`src/rtl/seq_divider_pkg.sv`:
```
// Shared definitions for the sequential divider: FSM state encoding and
// the default operand width.
package seq_divider_pkg;

    // Divider control states: waiting for operands, iterating, holding a result
    typedef enum logic [1:0] {
        IDLE = 2'd0,
        BUSY = 2'd1,
        DONE = 2'd2
    } state_t;

    // Default operand/result width in bits (must be even and at least 4)
    localparam int DEFAULT_WIDTH = 32;

    // Number of bits needed for an iteration counter that can reach width
    function automatic int iter_cnt_bits(input int width);
        return $clog2(width) + 1;
    endfunction

endpackage

```
`src/rtl/seq_divider_sub_nb.sv`:
```
// Combinational N-bit subtractor with borrow-out, used for the trial
// subtraction in each restoring-division step.
module sub_nb #(
    parameter int N = 33
) (
    input  logic [N-1:0] a,
    input  logic [N-1:0] b,
    output logic [N-1:0] diff,
    output logic         borrow
);

    // Extend by one bit so the carry-out of the subtraction becomes the borrow
    assign {borrow, diff} = {1'b0, a} - {1'b0, b};

endmodule

```
`src/rtl/seq_divider.sv`:
```
// Sequential restoring divider: one quotient bit per clock, WIDTH cycles
// per division, valid/ready handshakes on both operand and result sides.
// Build option: define SEQ_DIVIDER_SIGNED_EN to add the signed_op input and
// two's-complement division (truncating toward zero) on the same datapath.
module seq_divider
    import seq_divider_pkg::*;
#(
    parameter int WIDTH = DEFAULT_WIDTH
) (
    input  logic             clk,
    input  logic             rst_n,
    input  logic             in_valid,
    output logic             in_ready,
    input  logic [WIDTH-1:0] dividend,
    input  logic [WIDTH-1:0] divisor,
`ifdef SEQ_DIVIDER_SIGNED_EN
    input  logic             signed_op,
`endif
    output logic             out_valid,
    input  logic             out_ready,
    output logic [WIDTH-1:0] quotient,
    output logic [WIDTH-1:0] remainder,
    output logic             div_by_zero
);

    localparam int CW = iter_cnt_bits(WIDTH);

    state_t           state;
    logic [CW-1:0]    iter_cnt;
    logic [WIDTH-1:0] part_rem;
    logic [WIDTH-1:0] quo_work;
    logic [WIDTH-1:0] dsr;
    logic             neg_quo;
    logic             neg_rem;

    logic [WIDTH-1:0] acc_dividend;
    logic [WIDTH-1:0] acc_divisor;
    logic             acc_neg_quo;
    logic             acc_neg_rem;

    logic [WIDTH:0]   shifted;
    logic [WIDTH:0]   trial_diff;
    logic             trial_borrow;
    logic [WIDTH-1:0] next_rem;
    logic [WIDTH-1:0] next_quo;
    logic             last_iter;
    logic             diff_msb_unused;

    // Two's-complement negation at the operand width
    function automatic logic [WIDTH-1:0] twos_neg(input logic [WIDTH-1:0] v);
        return ~v + WIDTH'(1);
    endfunction

    // Operand conditioning at acceptance: the datapath always divides
    // magnitudes; the signs needed to fix up the result are captured here.
    always_comb begin
        acc_dividend = dividend;
        acc_divisor  = divisor;
        acc_neg_quo  = 1'b0;
        acc_neg_rem  = 1'b0;
`ifdef SEQ_DIVIDER_SIGNED_EN
        if (signed_op) begin
            acc_neg_quo = dividend[WIDTH-1] ^ divisor[WIDTH-1];
            acc_neg_rem = dividend[WIDTH-1];
            if (dividend[WIDTH-1]) begin
                acc_dividend = twos_neg(dividend);
            end
            if (divisor[WIDTH-1]) begin
                acc_divisor = twos_neg(divisor);
            end
        end
`endif
    end

    // Shift the next dividend bit into the partial remainder for the trial subtract
    always_comb begin
        shifted = {part_rem, quo_work[WIDTH-1]};
    end

    sub_nb #(
        .N(WIDTH + 1)
    ) u_sub (
        .a      (shifted),
        .b      ({1'b0, dsr}),
        .diff   (trial_diff),
        .borrow (trial_borrow)
    );

    // A kept difference is always below the divisor, so its top bit is zero
    assign diff_msb_unused = trial_diff[WIDTH];

    // Restoring step: keep the difference on no borrow, otherwise restore;
    // the quotient bit shifted in is the inverted borrow.
    always_comb begin
        next_rem  = trial_borrow ? shifted[WIDTH-1:0] : trial_diff[WIDTH-1:0];
        next_quo  = {quo_work[WIDTH-2:0], ~trial_borrow};
        last_iter = (iter_cnt == CW'(WIDTH - 1));
    end

    // Control FSM and all datapath/result registers, reset synchronously
    always_ff @(posedge clk) begin
        if (!rst_n) begin
            state       <= IDLE;
            in_ready    <= 1'b1;
            out_valid   <= 1'b0;
            div_by_zero <= 1'b0;
            quotient    <= '0;
            remainder   <= '0;
            iter_cnt    <= '0;
            part_rem    <= '0;
            quo_work    <= '0;
            dsr         <= '0;
            neg_quo     <= 1'b0;
            neg_rem     <= 1'b0;
        end else begin
            case (state)
                IDLE: begin
                    if (in_valid && in_ready) begin
                        iter_cnt <= '0;
                        part_rem <= '0;
                        quo_work <= acc_dividend;
                        dsr      <= acc_divisor;
                        neg_quo  <= acc_neg_quo;
                        neg_rem  <= acc_neg_rem;
                        in_ready <= 1'b0;
                        if (divisor == '0) begin
                            state       <= DONE;
                            out_valid   <= 1'b1;
                            quotient    <= '1;
                            remainder   <= dividend;
                            div_by_zero <= 1'b1;
                        end else begin
                            state <= BUSY;
                        end
                    end
                end
                BUSY: begin
                    part_rem <= next_rem;
                    quo_work <= next_quo;
                    iter_cnt <= iter_cnt + CW'(1);
                    if (last_iter) begin
                        state       <= DONE;
                        out_valid   <= 1'b1;
                        div_by_zero <= 1'b0;
                        quotient    <= neg_quo ? twos_neg(next_quo) : next_quo;
                        remainder   <= neg_rem ? twos_neg(next_rem) : next_rem;
                    end
                end
                DONE: begin
                    if (out_ready) begin
                        state     <= IDLE;
                        out_valid <= 1'b0;
                        in_ready  <= 1'b1;
                    end
                end
                default: begin
                    state     <= IDLE;
                    out_valid <= 1'b0;
                    in_ready  <= 1'b1;
                end
            endcase
        end
    end

endmodule

```
`config.mk`:
```
export PLATFORM = sky130hd
export DESIGN_NAME = seq_divider
export DESIGN_NICKNAME = d
export VERILOG_FILES = /design/src/rtl/seq_divider_pkg.sv /design/src/rtl/seq_divider_sub_nb.sv /design/src/rtl/seq_divider.sv
export SDC_FILE = /design/constraint.sdc
export NUM_CORES = 1
export LEC_CHECK = 0
export CORE_MARGIN = 1.5
export CORE_UTILIZATION = 40
export DETAILED_ROUTE_END_ITERATION = 16
export GPL_ROUTABILITY_DRIVEN = 0
export GPL_TIMING_DRIVEN = 0
export PLACE_DENSITY = 0.59
export SYNTH_ARGS = -nofsm -noshare
export SYNTH_HDL_FRONTEND = slang
export SYNTH_SLANG_ARGS = --single-unit
```
`constraint.sdc`:
```
create_clock -name clk -period 3.9 [get_ports clk]
set_input_delay 0.78 -clock clk [delete_from_list [all_inputs] [get_ports clk]]
set_output_delay 0.78 -clock clk [all_outputs]
set_load 0.03 [all_outputs]
```
==> impl_metrics.toml, run 1 <==
[global_routing]
grt_busiest_layer = "met2"
grt_max_degree = 19
grt.met1_usage_pct = 35.1
grt_pass1_wl_um = 46500
grt.met2_usage_pct = 41.2
gr-usage-all-layers_pct = 25.6
grt_antenna_before_repair = 0
grt.overflow.total = 0
via_count_of_the_first_global_routing_pass = 8078
grtUsageMet3_pct = 4.51

[sta]
post-route-period-util_pct = 94.0
timing_worst_slew_pin_value_ps = 932
timing.hold.ws_ps = 454
worst_clock_skew_ps = 11.7
finalHoldViolCount = 0
clock.fmax_mhz = 273
max_slew_margin_pct = 37.3
period_needed_ps = 3670
slew_violations = 0
timing.setup.tns_ps = 0
setup_slack_ps = 234
grt_setup_unrepaired = "false"
report.final.setup_viol = 0

[yosys]
ys_seq_area_share_pct = 38.6
synth.top_cells.by_area = "sky130_fd_sc_hd__dfxtp_1 39%, sky130_fd_sc_hd__nand2_1 7.7%, sky130_fd_sc_hd__a21oi_1 5.3%"
synthesis.area_mm2 = 0.00887
synthesis.area_per_instance_um2 = 8.10
synth.ff_latch_count = 171
synth-warning-count = 0
ys_dominant_reg_cell = "sky130_fd_sc_hd__dfxtp_1"
synth_cell_type_count = 69
async_flop_share_pct = 0
netlist.top_cell.by_area = "sky130_fd_sc_hd__dfxtp_1"
synth_top_cell_area_share_pct = 38.6
synthesis.nets = 1198
post_synth_inst_count = 1096
synth-edff-count = 0

[min_path]
min-delay-path-class = "register to register"
worst_hold_path.num_cells = 2
timing.hold.worst.start = "remainder[10]"

[clock_tree]
root_buffer = "sky130_fd_sc_hd__clkbuf_16"
ctsLongestPathBuffers = 2
cts.clk_slew.worst_paths_ps = 70
ctsResizeCount = 0
cts_made_buffers = 17
cts.hold.buffers_added = 0
post-cts-setup-buffer-count = 0
cts_max_level = 4
tritoncts = "built"
clk-insertion-delay-late_ps = 440
clock_sinks = 171

[cells_and_area]
nFillCells = 2177
multi_input_area_mm2 = 0.00494
final_layout_net_count = 1350
layout-area-overhead-vs-synth_pct = 25.8
layout_common_cells = "183 x sky130_fd_sc_hd__nand2_1, 171 x sky130_fd_sc_hd__dfxtp_1, 133 x sky130_fd_sc_hd__clkdlybuf4s50_1, 104 x sky130_fd_sc_hd__nor2_1, 94 x sky130_fd_sc_hd__a21oi_1"
fraction_of_final_layout_cells_sized_beyond_drive_strength_1_pct = 7.30
finish.cell_count_without_fillers = 1541
final_common_cell = "sky130_fd_sc_hd__nand2_1"
layout.area.seq_mm2 = 0.00342
diodes = 0

[die]
die_height_um = 152
die_area_mm2 = 0.0231
initial_core_util_pct = 40.7
coreArea_mm2 = 0.0218
die_x_um = 152
io_pins = 135
fp-row-count = 54

[run]
max_cap_violations = 0

[place]
post-place-ws_ps = -101
detailed_place_hpwl_um = 23100
port-buffer-count = 133
place.detailed.instances = 1509

[critical_path]
endpoint_kind = "register"
worst-endpoint-arrival_ps = 4020
worst-r2r-setup-slack_ps = 230
path_class = "register to register"
cp_max_fo = 7
crit-reg2reg-launch = "quo_work[31]"
worst-endpoint-required_ps = 4260
cp-start-kind = "register"
worst_setup_path_startpoint = "quo_work[31]"
rr_worst_depth = 12

[routing]
routed_wirelength_um = 29600
final_antenna_net_count = 0
route.detailed.wl_per_inst_um = 19.2
post_drt_via_cell_ratio = 5.63
route.vias.total = 8672
drt_first_iter_violations = 665
first_pass_iters = 7
drcViolationCount = 0

[power]
static-leakage-power_nw = 4.17
power_density_mw_per_mm2 = 681
power.ir.vdd_worst_v = 0.000361

[outcome]
status = "completed"
## cell type report
cell class | instances | area share, %
Multi-Input combinational cell | 799 | 44.2
Tap cell | 280 | 3.14
Inverter | 39 | 1.31
Timing Repair Buffer | 133 | 11.9
Sequential cell | 171 | 30.7
Clock buffer | 18 | 3.93
Clock inverter | 14 | 1.33
Buffer | 87 | 3.44
## Yosys cell counts, drive strengths merged, types with 12 or more instances
| cell type | number |
|---|---|
| nand2 | 183 |
| ha | 33 |
| a21oi | 95 |
| o221a | 32 |
| mux2i | 13 |
| a21o | 15 |
| a211oi | 12 |
| xor2 | 13 |
| clkbuf | 71 |
| nor4 | 12 |
| nand3 | 30 |
| nor2 | 104 |
| o21ai | 49 |
| dfxtp | 171 |
| inv | 38 |
| xnor2 | 14 |
| buf | 16 |
| nor3 | 21 |
| a311oi | 35 |
## routing by layer
metal | part of all wire, % | vias up
met4 | 1.8 | 0
met5 | 0 | -
met1 | 46 | 4027
met3 | 7.0 | 37
met2 | 45 | 344
li1 | - | 4264
## stage by stage
stage,util [%],instance area (µm²),total power [mW]
floorplan,-,8870,4.76
CTS,51.1,11100,7.52
global route,51.1,11200,8.04
detailed placement,48.4,10600,5.83
finish,51.1,11200,7.60
global placement,48.4,10600,5.83
## kinds of logic (layout without fill, tap and decap cells)
kind of cell / count (synthesis) / in the layout / share of synthesized area, %
AND/OR/NAND/NOR: 397 / 397 / 19.5
AO/OA/AOI/OAI: 322 / 322 / 25.9
flip-flops: 171 / 171 / 38.6
buffers and inverters: 126 / 291 / 5.98
adder cells (fa/ha/maj): 34 / 34 / 4.88
XOR/XNOR: 27 / 27 / 2.67
multiplexers: 19 / 19 / 2.44
## sequential cells by signal, indices dropped and copies added, names as in the netlist
name,cells
quo_work,32
iter_cnt,6
part_rem,32
remainder,32
state,2
dsr,32
out_valid,1
in_ready,1
div_by_zero,1
quotient,32
## worst max-delay path, stage by stage (launching register included)
cell	delay [ps]
sky130_fd_sc_hd__dfxtp_1	310
sky130_fd_sc_hd__inv_1	70
sky130_fd_sc_hd__ha_1	180
sky130_fd_sc_hd__inv_1	60
sky130_fd_sc_hd__fa_1	400
sky130_fd_sc_hd__a21o_1	190
sky130_fd_sc_hd__a221oi_1	490
sky130_fd_sc_hd__o31ai_1	330
sky130_fd_sc_hd__a2111oi_0	750
sky130_fd_sc_hd__nor2_1	140
sky130_fd_sc_hd__xnor2_1	210
sky130_fd_sc_hd__o32a_1	310
sky130_fd_sc_hd__o21ai_0	130
## where the power goes
part | switching, mW | total [mW] | internal (mW)
logic | 2.32 | 3.82 | 1.50
clock network | 0.829 | 1.70 | 0.873
registers | 0.162 | 2.08 | 1.92
total | 3.31 | 7.60 | 4.29
## worst paths after layout
check	to
hold reg to reg	remainder[10]
setup reg to reg	remainder[26]
hold / removal	remainder[10]
setup / recovery	remainder[26]
Note: power is estimated with default switching activity, not from simulation.
==> run 2, diff against run 1 <==
--- a/config.mk
+++ b/config.mk
@@ -11,6 +11,7 @@
 export GPL_ROUTABILITY_DRIVEN = 0
 export GPL_TIMING_DRIVEN = 0
 export PLACE_DENSITY = 0.59
+export REMOVE_ABC_BUFFERS = 1
 export SYNTH_ARGS = -nofsm -noshare
 export SYNTH_HDL_FRONTEND = slang
 export SYNTH_SLANG_ARGS = --single-unit
==> run 2 against run 1 <==
Register-to-register slack improved by 50 ps; core utilization is 0.44 points lower; clock skew shrank 1.1 ps; clock power rose by 2%; via count fell by 5.1%; wire length is 14% lower; worst hold slack is essentially flat; sequential power hardly changed; worst setup slack better by 47 ps; critical path depth unchanged.
==> impl_metrics.toml, run 2 (synthesized netlist as in run 1, its figures left out) <==
[global_routing]
grt_max_degree = 107
grt_antenna_before_repair = 0
gr-usage-all-layers_pct = 21.7
via_count_of_the_first_global_routing_pass = 7616
grt_pass1_wl_um = 40900
grt.overflow.total = 0

[cells_and_area]
layout.area.seq_mm2 = 0.00342
layout_common_cells = "182 x sky130_fd_sc_hd__nand2_1, 171 x sky130_fd_sc_hd__dfxtp_1, 133 x sky130_fd_sc_hd__clkdlybuf4s50_1, 102 x sky130_fd_sc_hd__nor2_1, 94 x sky130_fd_sc_hd__a21oi_1"
layout-area-overhead-vs-synth_pct = 24.7
final_common_cell = "sky130_fd_sc_hd__nand2_1"
diodes = 0
nFillCells = 2140
final_layout_net_count = 1277
multi_input_area_mm2 = 0.00499
finish.cell_count_without_fillers = 1468
fraction_of_final_layout_cells_sized_beyond_drive_strength_1_pct = 8.67

[routing]
final_antenna_net_count = 0
route.vias.total = 8230
post_drt_via_cell_ratio = 5.61
drt_first_iter_violations = 649
route.detailed.wl_per_inst_um = 17.3
drcViolationCount = 0
first_pass_iters = 5
routed_wirelength_um = 25400

[die]
initial_core_util_pct = 40.7
coreArea_mm2 = 0.0218
die_height_um = 152
fp-row-count = 54
die_area_mm2 = 0.0231
die_x_um = 152
io_pins = 135

[power]
power.ir.vdd_worst_v = 0.000455
power_density_mw_per_mm2 = 672
static-leakage-power_nw = 4.15
total_power_mw = 7.43

[sta]
setup_slack_ps = 280
grt_setup_unrepaired = "false"
period_needed_ps = 3620
max_slew_margin_pct = 36.8
report.final.setup_viol = 0
finalHoldViolCount = 0
post-route-period-util_pct = 92.8
timing_worst_slew_pin_value_ps = 946
slew_violations = 0
worst_clock_skew_ps = 10.7
timing.setup.tns_ps = 0
clock.fmax_mhz = 276

[critical_path]
cp-start-kind = "register"
worst-endpoint-arrival_ps = 3980
path_class = "register to register"
endpoint_kind = "register"
worst-r2r-setup-slack_ps = 280
cp_max_fo = 7
worst-endpoint-required_ps = 4260

[place]
place.detailed.instances = 1432
post-place-ws_ps = -359
detailed_place_hpwl_um = 17800
port-buffer-count = 134

[clock_tree]
root_buffer = "sky130_fd_sc_hd__clkbuf_16"
clk-insertion-delay-late_ps = 440
clock_sinks = 171
cts_made_buffers = 17
tritoncts = "built"
cts_max_level = 4
ctsLongestPathBuffers = 2
cts.clk_slew.worst_paths_ps = 70

[min_path]
min-delay-path-class = "register to register"

[run]
max_cap_violations = 0

[outcome]
status = "completed"
[run 2: cell types whose count changed in the layout (fill, tap and decap cells not counted), sizes merged]
cell      before  now
clkinvlp       1    4
inv           45   41
clkinv         7    6
buf           16   14
bufinv         0    2
clkbuf        89   18
[run 2: timing repair]
action / CTS / global route
hold buffers: 0 / 0
setup endpoints to repair: 0 / 20
resized for setup: 0 / 2
buffers inserted: 0 / 4
[run 2: report_power, final]
group / total (mW) / switching, mW / internal, mW
combinational: 3.62 / 2.16 / 1.46
clock: 1.74 / 0.780 / 0.958
sequential: 2.08 / 0.156 / 1.92
total: 7.43 / 3.09 / 4.34
[run 2: layout make-up]
class                   instances  area share, %
inverters                      39           1.37
clock inverters                14           1.50
repair buffers                147           14.1
well taps                     280           3.17
multi-input cells             799           45.1
flip-flops and latches        171           30.9
clock buffers                  18           3.88
[run 2: worst paths after layout]
check               start            end  cells past startpoint
max          quo_work[31]  remainder[26]                     12
min reg2reg        dsr[8]         dsr[8]                      2
max reg2reg  quo_work[31]  remainder[26]                     12
min                dsr[8]         dsr[8]                      2
[run 2: per-layer routing]
layer,up-vias,wire length (µm),GRT usage (%)
li1,4100,-,-
met5,-,0,0
met2,208,11300,34.2
met1,3893,12700,31.3
met3,29,1090,2.82
met4,0,314,5.83
[run 2: metrics by stage]
step	area, µm²	hold WS, ps	util [%]
finish	11100	454	50.7
floorplan	8490	436	-
detailed placement	10400	448	47.8
global placement	10200	443	46.7
global route	11100	475	50.7
CTS	11000	458	50.5
[run 2: critical path, stage by stage (launching register included)]
cell and delay, ps:
sky130_fd_sc_hd__dfxtp_1 320, sky130_fd_sc_hd__inv_1 80, sky130_fd_sc_hd__ha_1 190, sky130_fd_sc_hd__inv_1 60, sky130_fd_sc_hd__fa_1 400, sky130_fd_sc_hd__a21o_1 200
sky130_fd_sc_hd__a221oi_1 490, sky130_fd_sc_hd__o31ai_1 320, sky130_fd_sc_hd__a2111oi_0 710, sky130_fd_sc_hd__nor2_1 140, sky130_fd_sc_hd__xnor2_1 210, sky130_fd_sc_hd__o32a_1 300
sky130_fd_sc_hd__o21ai_0 130
